`config.mk`:
```
export PLATFORM = sky130hd
export DESIGN_NAME = uart_rx_frame
export DESIGN_NICKNAME = d
export VERILOG_FILES = /design/src/rtl/uart_rx_frame.sv
export SDC_FILE = /design/constraint.sdc
export NUM_CORES = 1
export LEC_CHECK = 0
export ABC_CLOCK_PERIOD_IN_PS = 1600
export CAP_MARGIN = 5
export CELL_PAD_IN_SITES_DETAIL_PLACEMENT = 0
export CELL_PAD_IN_SITES_GLOBAL_PLACEMENT = 1
export CORE_ASPECT_RATIO = 0.5
export CORE_UTILIZATION = 30
export CTS_CLUSTER_DIAMETER = 150
export DETAILED_ROUTE_END_ITERATION = 10
export PLACE_DENSITY_LB_ADDON = 0.1
export SETUP_SLACK_MARGIN = 0.02
export SYNTH_ARGS = -nofsm -noshare
export SYNTH_HDL_FRONTEND = slang
export SYNTH_SLANG_ARGS = --single-unit
export TNS_END_PERCENT = 100
```
`constraint.sdc`:
```
create_clock -name clk -period 1.6 [get_ports clk]
set_input_delay 0.32 -clock clk [delete_from_list [all_inputs] [get_ports clk]]
set_output_delay 0.32 -clock clk [all_outputs]
set_load 0.01 [all_outputs]
```
`src/rtl/uart_rx_frame.sv`:
```
// uart_rx_frame
// UART receive datapath. Oversamples the serial line using the sample_enable
// strobe from the Rx baud controller (OVERSAMPLE strobes per bit). It validates
// the start bit at mid-bit, shifts data in LSB-first, and checks parity and the
// stop bit. It then presents one parallel byte per frame with status flags.
//
// Ports:
//   clk           system clock
//   rst           asynchronous, active-high reset
//   rx_en         receiver enable; low forces IDLE and drops any partial frame
//   sample_enable one-clk strobe, OVERSAMPLE per bit period
//   rxd           asynchronous serial line, idle high
//   rx_data       last received data word, held until the next frame completes
//   rx_valid      one-clk pulse when rx_data and the flags update
//   rx_perror     parity error of the last frame
//   rx_ferror     framing error (stop bit sampled low) of the last frame
module uart_rx_frame #(
  parameter int DATA_BITS  = 8,
  parameter int OVERSAMPLE = 16,
  parameter int PARITY_EN  = 1,
  parameter int PARITY_ODD = 0
) (
  input  logic                 clk,
  input  logic                 rst,
  input  logic                 rx_en,
  input  logic                 sample_enable,
  input  logic                 rxd,
  output logic [DATA_BITS-1:0] rx_data,
  output logic                 rx_valid,
  output logic                 rx_perror,
  output logic                 rx_ferror
);

  localparam logic [3:0] TICK_LAST = 4'(OVERSAMPLE - 1);
  localparam logic [3:0] TICK_MID  = 4'(OVERSAMPLE / 2 - 1);
  localparam logic [2:0] BIT_LAST  = 3'(DATA_BITS - 1);

  typedef enum logic [2:0] {
    ST_IDLE,
    ST_START,
    ST_DATA,
    ST_PARITY,
    ST_STOP,
    ST_BREAK
  } state_t;

  state_t                 state_q;
  logic [3:0]             tick_cnt_q;
  logic [2:0]             bit_cnt_q;
  logic [DATA_BITS-1:0]   shift_q;
  logic                   perr_q;
  logic                   rxd_meta_q;
  logic                   rxd_s_q;
  logic [DATA_BITS-1:0]   rx_data_q;
  logic                   rx_valid_q;
  logic                   rx_perror_q;
  logic                   rx_ferror_q;

  // Two-flop synchronizer. It resets to the idle line level so that leaving
  // reset does not look like a start edge.
  always_ff @(posedge clk or posedge rst) begin
    if (rst) begin
      rxd_meta_q <= 1'b1;
      rxd_s_q    <= 1'b1;
    end else begin
      rxd_meta_q <= rxd;
      rxd_s_q    <= rxd_meta_q;
    end
  end

  // Frame FSM with registered outputs. Disabling the receiver takes priority
  // over the baud strobe, so a partial frame is discarded even when no tick
  // is pending. The start bit is checked at mid-bit. After that, each later
  // bit is sampled one full bit period after the previous sample, which keeps
  // every sample near the middle of its bit.
  always_ff @(posedge clk or posedge rst) begin
    if (rst) begin
      state_q     <= ST_IDLE;
      tick_cnt_q  <= '0;
      bit_cnt_q   <= '0;
      shift_q     <= '0;
      perr_q      <= 1'b0;
      rx_data_q   <= '0;
      rx_valid_q  <= 1'b0;
      rx_perror_q <= 1'b0;
      rx_ferror_q <= 1'b0;
    end else begin
      rx_valid_q <= 1'b0;
      if (!rx_en) begin
        state_q    <= ST_IDLE;
        tick_cnt_q <= '0;
        bit_cnt_q  <= '0;
      end else if (sample_enable) begin
        case (state_q)
          ST_IDLE: begin
            if (!rxd_s_q) begin
              state_q    <= ST_START;
              tick_cnt_q <= '0;
            end
          end
          ST_START: begin
            if (tick_cnt_q == TICK_MID) begin
              tick_cnt_q <= '0;
              bit_cnt_q  <= '0;
              state_q    <= rxd_s_q ? ST_IDLE : ST_DATA;
            end else begin
              tick_cnt_q <= tick_cnt_q + 4'd1;
            end
          end
          ST_DATA: begin
            if (tick_cnt_q == TICK_LAST) begin
              tick_cnt_q <= '0;
              shift_q    <= {rxd_s_q, shift_q[DATA_BITS-1:1]};
              if (bit_cnt_q == BIT_LAST) begin
                bit_cnt_q <= '0;
                state_q   <= (PARITY_EN != 0) ? ST_PARITY : ST_STOP;
              end else begin
                bit_cnt_q <= bit_cnt_q + 3'd1;
              end
            end else begin
              tick_cnt_q <= tick_cnt_q + 4'd1;
            end
          end
          ST_PARITY: begin
            if (tick_cnt_q == TICK_LAST) begin
              tick_cnt_q <= '0;
              perr_q     <= (^shift_q) ^ rxd_s_q ^ (PARITY_ODD != 0);
              state_q    <= ST_STOP;
            end else begin
              tick_cnt_q <= tick_cnt_q + 4'd1;
            end
          end
          ST_STOP: begin
            if (tick_cnt_q == TICK_LAST) begin
              tick_cnt_q  <= '0;
              rx_data_q   <= shift_q;
              rx_valid_q  <= 1'b1;
              rx_perror_q <= (PARITY_EN != 0) ? perr_q : 1'b0;
              rx_ferror_q <= ~rxd_s_q;
              state_q     <= rxd_s_q ? ST_IDLE : ST_BREAK;
            end else begin
              tick_cnt_q <= tick_cnt_q + 4'd1;
            end
          end
          // A low stop bit may be a break condition. Waiting for the line to
          // return high prevents a held-low line from being taken as a new start.
          ST_BREAK: begin
            if (rxd_s_q) begin
              state_q <= ST_IDLE;
            end
          end
          default: begin
            state_q    <= ST_IDLE;
            tick_cnt_q <= '0;
            bit_cnt_q  <= '0;
          end
        endcase
      end
    end
  end

  assign rx_data   = rx_data_q;
  assign rx_valid  = rx_valid_q;
  assign rx_perror = rx_perror_q;
  assign rx_ferror = rx_ferror_q;

endmodule

```
==> After elaboration in Yosys (flattened, before gate mapping) <==
Cells that the tools add are included.
{ "classes": {"addsub": 2, "eq_ne": 18, "muxes": 28, "n_bitwise": 2, "n_reduce_logical": 10} }
{ "op_table": {"columns": ["cell", "n"], "rows": [
  ["3-bit 2-to-1 mux", 15],
  ["3-bit inequality test, second input constant", 7],
  ["4-bit 2-to-1 mux", 5],
  ["3-bit case mux with 6 select lines", 1],
  ["4-bit case mux with 4 select lines", 1],
  ["4-bit AND reduction", 4],
  ["3-bit equality test, second input constant", 3],
  ["3-bit case mux with 3 select lines", 1],
  ["8-bit AND reduction", 1],
  ["8-bit parity", 1],
  ["3-bit by 2-bit equality test with 1-bit output, second input constant", 2],
  ["4-bit by 1-bit adder with 4-bit output, second input constant", 1],
  ["4-bit by 3-bit equality test with 1-bit output, second input constant", 1],
  ["4-bit equality test, second input constant", 1],
  ["1-bit 2-to-1 mux", 4],
  ["2-bit inequality test, second input constant", 2],
  ["4-bit OR reduction", 1],
  ["3-bit by 1-bit adder with 3-bit output, second input constant", 1],
  ["3-bit by 1-bit equality test with 1-bit output, second input constant", 1],
  ["3-bit logical NOT", 1],
  ["3-bit AND reduction", 1],
  ["3-bit OR reduction", 1],
  ["2-bit 2-to-1 mux", 1],
  ["2-bit by 1-bit inequality test with 1-bit output, second input constant", 1],
  ["2 further kinds", 2]
]} }
{ "totals": {"reg_bits": 32, "inputBits": 5, "out_inout_bits": 11, "word_cells": 71} }

==> Depth between registers and ports, before layout <==
{ "depth": {"ltp_word": 6, "depth_mapped": 7, "mapped_depth_nobuf": 7} }

==> Worst setup path before layout <==
No wires, ideal clock.
{ "synth_timing": {"kind": "reg2reg", "start": "register tick_cnt_q[0]", "end": "register bit_cnt_q[0]", "setup_ns": 0.125, "arrival_time_ns": 1.502, "required_time_ns": 1.475, "path_slack_ns": -0.027, "stages_incl_launch_ff": 7, "n_path_buf": 0, "synth_period_minus_slack_ns": 1.627, "cell_sequence": "dfrtp_1 > ha_1 > and3_4 > nor2b_1 > o22ai_2 > a21oi_4 > mux2_4"} }
{ "synth_between": {"elab_chain_cells": 3, "elab_cells_between_ends": 5, "cone_classes": "eq/ne (4); reduce/logical (1)"} }
{ "synth_lines": {"columns": ["item", "line_no", "text"], "rows": [
  ["start, declared", "48", "logic [3:0] tick_cnt_q;"],
  ["start signal, assigned", "107", "tick_cnt_q <= tick_cnt_q + 4'd1;"],
  ["start signal, assigned", "121", "tick_cnt_q <= tick_cnt_q + 4'd1;"],
  ["start signal, assigned", "130", "tick_cnt_q <= tick_cnt_q + 4'd1;"],
  ["4-bit equality test or 4-bit by 3-bit equality test with 1-bit output (tied branches)", "111, 102", null],
  ["3-bit inequality test (no line)", null, null],
  ["4-bit AND reduction (no line) *", null, null],
  ["end signal, assigned", "118", "bit_cnt_q <= bit_cnt_q + 3'd1;"],
  ["end, declared", "49", "logic [2:0] bit_cnt_q;"]
]} }
Every way passes the cells marked *; elsewhere a longest branch is shown, timed or not.
A chain may end at the register's enable or synchronous reset.

==> Worst setup path in the final report <==
{ "layout_timing": {"start": "register state_q[2]", "end": "register tick_cnt_q[1]"} }
{ "layout_between": {"elab_chain_cells": 5, "elab_cells_between_ends": 13, "cone_classes": "eq/ne (7); mux (3); reduce/logical (3)"} }
{ "layout_lines": {"columns": ["item", "line_no", "text"], "rows": [
  ["start, declared", "47", "state_t state_q;"],
  ["start signal, assigned", "105", "state_q <= rxd_s_q ? ST_IDLE : ST_DATA;"],
  ["start signal, assigned", "116", "state_q <= (PARITY_EN != 0) ? ST_PARITY : ST_STOP;"],
  ["start signal, assigned", "140", "state_q <= rxd_s_q ? ST_IDLE : ST_BREAK;"],
  ["3-bit equality test or 3-bit by 2-bit equality test with 1-bit output (tied branches)", "94", "case (state_q)"],
  ["3-bit OR reduction (no line)", null, null],
  ["4-bit case mux with 4 select lines", "94", null],
  ["4-bit 2-to-1 mux", "93", "end else if (sample_enable) begin"],
  ["4-bit 2-to-1 mux", "89", "if (!rx_en) begin"]
]} }
Parallel ways exist; a longest one is shown, timed or not. The select of a mux whose other input is x is not followed.

==> impl_results.rst <==
.. list-table::
   :header-rows: 1

   * - Metric
     - Value
   * - Count of H-tree levels built during CTS
     - 2
   * - Part of the cycle the worst path needs
     - 100.8%
   * - Worst-path maximum fanout
     - 6
   * - Required time reported for the critical path endpoint
     - 1.75 ns
   * - Core occupancy in the finished layout
     - 45.20%
   * - Max capacitance violation total
     - 0
   * - Leading cell types in the layout, fill and taps excluded
     - sky130_fd_sc_hd__dfrtp_1, sky130_fd_sc_hd__buf_4, sky130_fd_sc_hd__mux2_4
   * - Initial drt markers
     - 50
   * - Cell types occupying the most area after synthesis
     - sky130_fd_sc_hd__dfrtp_1, sky130_fd_sc_hd__mux2_2, sky130_fd_sc_hd__mux2_4
   * - TritonCTS clock tree
     - done
   * - Count of standard-cell rows
     - 19
   * - Maximum clock insertion buffer count
     - 2
   * - Clock Power Share
     - 40.0%
   * - Tot GR Track Use
     - 14.25%
   * - Later-pin clock latency in the skew report
     - 0.27 ns
   * - Average detailed-routed wire length per instance
     - 14.54 µm
   * - End point of the worst hold path
     - rxd_s_q$_DFF_PP1_
   * - Critical path endpoint category
     - flip-flop
   * - Number of pins exceeding their max-slew limit in the final report
     - 0
   * - Portion of the post-synthesis area used by sequential elements
     - 46.69%
   * - Minimum clock period after layout
     - 1.613 ns
   * - Syn nets
     - 149
   * - Global-route wire length before repair
     - 6492 µm
   * - FF-to-FF End
     - tick_cnt_q[1]$_DFFE_PP0P_
   * - Final setup slack of the worst path
     - -0.01294 ns
   * - Predominant post-synthesis flop cell
     - sky130_fd_sc_hd__dfrtp_1
   * - Number of DRC violations after detailed routing
     - 0
   * - Register-to-register setup slack
     - -0.01 ns
   * - Total instance count after detailed placement
     - 245
   * - Achievable frequency
     - 620.0 MHz
   * - Setup repair after global routing missed its margin
     - yes
   * - Std-Cell Core Area
     - 0.005492 mm²
   * - Via/cell ratio
     - 4.782
   * - Clock-pin slew reported for the worst setup and hold paths after clock tree synthesis
     - 0.05 ns
   * - Power per standard cell area
     - 1079 mW/mm²
   * - Type of the worst setup path
     - flip-flop to flip-flop
   * - Mapped Area
     - 0.001720 mm²
   * - Worst Max-Slew Pin Slew
     - 0.2797 ns
   * - Post-route ant nets
     - 0
   * - Start of the worst register-to-register path
     - state_q[2]$_DFFE_PP0P_
   * - Number of global-route vias before repair
     - 1280
   * - Share of post-route cells with drive strength above 1
     - 44.68%
   * - Startpoint of the lowest-slack hold path
     - rxd_meta_q$_DFF_PP1_
   * - Number of I/O pins
     - 16
   * - Top cell type by total area after synthesis
     - sky130_fd_sc_hd__dfrtp_1
   * - Initial Util
     - 31.33%
   * - Switching Power
     - 702.9 µW
   * - Synthesis-to-finish area growth
     - 44.29%
   * - Run status
     - complete, but fails checks
   * - Flop and latch count out of synthesis
     - 32
   * - Share of async-settable or async-resettable flops after synthesis
     - 100.0%
   * - Number of buffers added on ports
     - 15
   * - Internal cell power
     - 1.975 mW
   * - Placer's final routability congestion estimate
     - 0.7473
   * - Hold-fix buffers at CTS
     - 0
   * - Switching fraction of total power
     - 26.24%
   * - Post-layout nets
     - 195
   * - Diode count
     - 0
   * - Max Clock Skew
     - 0.004011 ns
   * - Warning count from the yosys run
     - 0
   * - GR Overflow Total
     - 0
   * - Max transition margin
     - 81.22%
   * - Final-report setup violation count
     - 1
   * - Leakage Power
     - 1.123 nW
   * - Average cell area after synthesis
     - 12.20 µm²
   * - Number of enable flip-flop cells after synthesis
     - 0
   * - Number of hold violations in the final report
     - 0
   * - Startpoint type of the worst setup path
     - flip-flop
   * - DPL Wire Length
     - 2399 µm
   * - Worst Hold Class
     - flip-flop to flip-flop
   * - Die boundary width
     - 109.1 µm
   * - Count of non-filler cells in the finished layout
     - 261
   * - Die Area
     - 0.006060 mm²
   * - Number of cells on the worst reg-to-reg path
     - 5
   * - Cts bufs inserted
     - 5
   * - Violations in the final reports
     - negative setup slack
   * - Largest net degree at the start of global routing
     - 33
   * - Library cell used as clock root buffer
     - sky130_fd_sc_hd__clkbuf_16
   * - Min-Delay Path Depth
     - 0
   * - Antenna violations before repair
     - 0
   * - Endpoint arrival time on the critical path
     - 1.77 ns
   * - Total length of routed wires
     - 3794 µm
   * - Total number of vias
     - 1248
   * - Top-area cell type share of the netlist area
     - 43.64%
   * - Detailed-router iteration count before antenna repair
     - 4
   * - Most common library cell in the layout ignoring fill and taps
     - sky130_fd_sc_hd__dfrtp_1
   * - Die Ht
     - 55.55 µm
   * - Synthesized instance count
     - 141
   * - Combinational group share of total power
     - 26.6%
   * - Power share of the sequential group
     - 33.4%
   * - TritonCTS Sinks
     - 32
   * - Number of unique standard cell types used by synthesis
     - 44
   * - Fill cell total of the finished layout
     - 490
   * - Max IR drop VDD
     - 413.0 µV
-- cells by family (layout without fill, tap and decap cells) --
group / Yosys count / count (layout) / synth area share (%)
buffers and inverters: 13 / 59 / 4.509
flip-flops: 32 / 32 / 46.69
adder cells (fa/ha/maj): 3 / 3 / 2.182
XOR/XNOR: 9 / 9 / 4.582
AND/OR/NAND/NOR: 37 / 38 / 14.69
AO/OA/AOI/OAI: 25 / 25 / 11.42
multiplexers: 22 / 22 / 15.93
-- timing repair --
action / CTS / global route
resized for setup: 16 / 17
pin swaps: 10 / 10
gates cloned: 1 / 1
endpoints found under the setup margin: 26 / 25
setup buffers: 3 / 3
-- through the flow --
step                      power [mW]  cell area [µm²]  hold slack [ns]  worst slack (ns)  TNS (ns)
after floorplan                1.281             1738           0.3245           0.02079         0
after global placement         1.487             2118           0.3483           -0.2790    -5.221
after detailed placement       1.488             2118           0.3485           -0.3322    -5.997
after CTS                      2.666             2369           0.3560          0.003303         0
after global routing           2.822             2482           0.3623          -0.07077   -0.8783
final                          2.678             2482           0.3559          -0.01294  -0.01294
-- synthesized netlist by cell type, types with 2 or more instances --
cell	instances
sky130_fd_sc_hd__and2_1	2
sky130_fd_sc_hd__xnor2_1	8
sky130_fd_sc_hd__inv_1	7
sky130_fd_sc_hd__nor3b_1	3
sky130_fd_sc_hd__and3_4	2
sky130_fd_sc_hd__and2_4	2
sky130_fd_sc_hd__nand2_1	6
sky130_fd_sc_hd__a21oi_1	2
sky130_fd_sc_hd__o21ai_0	8
sky130_fd_sc_hd__dfrtp_1	30
sky130_fd_sc_hd__mux2_2	11
sky130_fd_sc_hd__mux2i_1	3
sky130_fd_sc_hd__nand3b_1	2
sky130_fd_sc_hd__mux2_4	8
sky130_fd_sc_hd__nor2b_1	2
sky130_fd_sc_hd__ha_1	3
sky130_fd_sc_hd__nor2_1	7
sky130_fd_sc_hd__buf_2	2
sky130_fd_sc_hd__buf_6	3
sky130_fd_sc_hd__a32o_1	2
sky130_fd_sc_hd__dfstp_2	2
sky130_fd_sc_hd__nand3_1	3
sky130_fd_sc_hd__a22o_1	2
-- power groups by stage --
| stage | logic (mW) | clock network [mW] | registers, mW |
|---|---|---|---|
| 2_1_floorplan | 0.392 | 0 | 0.889 |
| 5_1_grt | 0.785 | 1.14 | 0.900 |
| 6_report | 0.712 | 1.07 | 0.895 |
| 4_1_cts | 0.674 | 1.10 | 0.893 |
| 3_5_place_dp | 0.590 | 0 | 0.898 |
| 3_3_place_gp | 0.589 | 0 | 0.898 |
-- final cells by class --
type / instances / area [µm²] / share of cell area, %
sequential: 32 / 805.8 / 32.46
clock buffer: 6 / 128.9 / 5.192
tap: 73 / 91.34 / 3.679
timing repair buffer: 44 / 420.4 / 16.94
inverter: 7 / 26.28 / 1.058
multi-input combinational: 97 / 974.7 / 39.26
clock inverter: 2 / 35.03 / 1.411
-- worst max path at each step --
stage / startpoint / end / slack (ns) / depth (start not counted)
after detailed placement: rx_en / bit_cnt_q[0]$_DFFE_PP0P_ / -0.33 / 6
after global routing: tick_cnt_q[0]$_DFFE_PP0P_ / bit_cnt_q[0]$_DFFE_PP0P_ / -0.07 / 6
after CTS: state_q[0]$_DFFE_PP0P_ / bit_cnt_q[0]$_DFFE_PP0P_ / 0.003 / 5
after global placement: rx_en / bit_cnt_q[0]$_DFFE_PP0P_ / -0.28 / 6
final: state_q[2]$_DFFE_PP0P_ / tick_cnt_q[1]$_DFFE_PP0P_ / -0.01 / 5
after floorplan: tick_cnt_q[0]$_DFFE_PP0P_ / bit_cnt_q[0]$_DFFE_PP0P_ / 0.02 / 6
-- per-layer routing --
layer	track usage (%)	wire length (µm)	vias up
met4	2.703	23	0
met5	0	0	-
met3	4.486	122	4
met1	20.65	1992	625
li1	-	-	602
met2	20.75	1655	17
-- critical path: stages, from the launching register on --
cell and delay, ns:
sky130_fd_sc_hd__dfrtp_2 0.44, sky130_fd_sc_hd__buf_12 0.14, sky130_fd_sc_hd__and2_4 0.15, sky130_fd_sc_hd__o21ba_4 0.20, sky130_fd_sc_hd__o21ai_4 0.23, sky130_fd_sc_hd__mux2_4 0.32
-- state kept, by name, summed over array words and instances (netlist names), 3 cells and up --
| name | count |
|---|---|
| bit_cnt_q | 3 |
| rx_data | 8 |
| shift_q | 8 |
| state_q | 3 |
| tick_cnt_q | 4 |
Note: power is estimated with default switching activity, not from simulation.
==> RTL edit, RTL diff (same flow settings) <==
Set the parameter `DATA_BITS` to 6 (it was 8).
--- a/src/rtl/uart_rx_frame.sv
+++ b/src/rtl/uart_rx_frame.sv
@@ -15,7 +15,7 @@
 //   rx_perror     parity error of the last frame
 //   rx_ferror     framing error (stop bit sampled low) of the last frame
 module uart_rx_frame #(
-  parameter int DATA_BITS  = 8,
+  parameter int DATA_BITS  = 6,
   parameter int OVERSAMPLE = 16,
   parameter int PARITY_EN  = 1,
   parameter int PARITY_ODD = 0
Interface: changed (resized rx_data); port bits go from 16 to 14. The function was not compared with the original's and may differ.
==> RTL edit against the unedited design <==
The flow still finishes with violations (setup timing); final cell count down 8.0%; synthesized area down 13%; via count down 8.4%; total power shrank 34%; core utilization up 2.4 points; combinational power down 41%; design area is 12% lower; sequential power down 13%; sequential cell count decreased by 4; wire length decreased by 16%; setup slack got worse by 0.097 ns; count of clock-buffer cells in the layout shrank 3.
==> RTL edit: results (changes against the unedited design) <==
- Largest cells by area after synthesis: dfrtp_1 44%, mux2_2 11%, dfstp_2 3.5% (was dfrtp_1 44%, mux2_2 7.2%, mux2_4 7.0%).
- The sequential-to-total area share from yosys stat came to 0.472 (was 0.467).
- The layout filler cell count was 424 (was 490).
- The half-perimeter wire length after detailed placement is 2.32 mm (was 2.40 mm).
- The final total negative setup slack is -1.40 ns (was -0.0129 ns).
- The first element of the critical path is rxd_s_q (was state_q[2]).
- The detailed-router iteration count before antenna repair is 2 (was 4).
- The class of the tightest hold or removal check is reg -> reg (unchanged).
- The vias per cell is 4.76 (was 4.78).
- The number of H-tree levels was 1 (was 2).
- The post-CTS setup repair buffer count came to 2 (was 3).
- The pin count of the biggest net entering global routing is 29 (was 33).
- Commonest cells in the netlist: 26 x dfrtp_1, 14 x mux2_2, 7 x nand2_1 (was 30 x dfrtp_1, 11 x mux2_2, 8 x mux2_4, 8 x o21ai_0, 8 x xnor2_1).
- The CTS root buffer is clkbuf_8 (was clkbuf_16).
- The net switching power is 459 uW (was 703 uW).
- The worst setup margin is -0.110 ns (was -0.0129 ns).
- The count of yosys warnings during synthesis is 0 (unchanged).
- The count of buffers inserted at the top-level ports was 13 (was 15).
- The clock latency on the worst-skew pair is 0.28 ns.
- The count of distinct cell types in the synthesized netlist came to 49 (was 44).
- The launch point of the worst hold path is rxd_meta_q (unchanged).
- The static leakage power is 0.940 nW (was 1.12 nW).
- The quantity of gates resized following cts is 12 (was 16).
- The hold-critical path endpoint is rxd_s_q (unchanged).
- The maximum cell stage delay along the critical path came to 0.58 ns (was 0.44 ns).
- The synthesized netlist net count came to 132 (was 149).
- The worst slew margin relative to its limit is 0.776 (was 0.812).
- The cell with the largest stage delay on the worst path is dfstp_2 (was dfrtp_2).
- The number of global-route vias before repair is 1147 (was 1280).
- The clock power share came to 0.321 (was 0.400).
- The number of antenna diodes came to 0 (unchanged).
- The clock transition at the registers of the reported paths is 0.10 ns (was 0.05 ns).
- The largest clock skew in the final design came to 0.00600 ns (was 0.00401 ns).
- The number of DRC markers in iteration 0 was 25 (was 50).
- The ratio of cells with drive above 1 in the final layout was 0.477 (was 0.447).
- The overall global routing resource usage came to 0.135 (was 0.143).
- The global-route wire length before repair came to 5.44 mm (was 6.49 mm).
- The length in cells of the worst reg-to-reg path was 5 (unchanged).
- The number of buffers created by CTS came to 3 (was 5).
- Violated checks: setup timing (unchanged).
- The setup violation total in the final timing report is 19 (was 1).
- Status: complete, but fails checks (unchanged).
- The most instantiated flip-flop cell in the synthesis netlist is dfrtp_1 (unchanged).
- The part of the power in combinational logic is 0.237 (was 0.266).
- The total wire length after detailed routing is 3.18 mm (was 3.79 mm).
- The routability congestion estimate came to 0.815 (was 0.747).
- The final net count is 181 (was 195).
- The signal arrival time at the worst endpoint came to 1.89 ns (was 1.77 ns).
- The largest driver fanout on the critical path is 4 (was 6).
- The highest ir drop seen on vdd was 0.364 mV (was 0.413 mV).
[RTL edit: logic make-up after synthesis]
| group | synth area share |
|---|---|
| AO/OA/AOI/OAI | 0.145 |
| XOR/XNOR | 0.0353 |
| adder cells (fa/ha/maj) | 0.00839 |
| buffers and inverters | 0.0369 |
| flip-flops | 0.472 |
| multiplexers | 0.126 |
| AND/OR/NAND/NOR | 0.176 |
[RTL edit: per-stage QoR]
step	instances	power [mW]	hold slack (ns)	cell area (um2)	setup WS, ns
6_report	240	1.77	0.367	2180	-0.110
5_1_grt	240	1.86	0.373	2180	-0.174
4_1_cts	239	1.76	0.369	2110	-0.149
3_5_place_dp	233	1.16	0.350	1990	-0.463
3_3_place_gp	233	1.16	0.347	1990	-0.450
2_1_floorplan	126	1.02	0.324	1550	-0.239
[RTL edit: worst max path at each step]
| stage | end | depth (start not counted) |
|---|---|---|
| global route | tick_cnt_q[2] | 5 |
| global placement | state_q[0] | 5 |
| floorplan | rx_data[0] | 5 |
| finish | tick_cnt_q[1] | 5 |
| CTS | rx_data[2] | 6 |
| detailed placement | state_q[0] | 5 |
[RTL edit: routing by layer]
layer,GRT usage,up-vias,part of all wire
met1,0.186,568,0.53
met5,0,-,0
li1,-,562,-
met4,0.0145,0,0.0031
met2,0.222,11,0.45
met3,0.0336,2,0.026
[RTL edit: final cells by class]
| class | instances | area [um2] | area share |
|---|---|---|---|
| flip-flops and latches | 28 | 706 | 0.324 |
| repair buffers | 50 | 449 | 0.206 |
| clock inverters | 1 | 30.0 | 0.0138 |
| inverters | 5 | 18.8 | 0.00862 |
| clock buffers | 3 | 41.3 | 0.0190 |
| multi-input cells | 87 | 851 | 0.391 |
| well taps | 66 | 82.6 | 0.0379 |
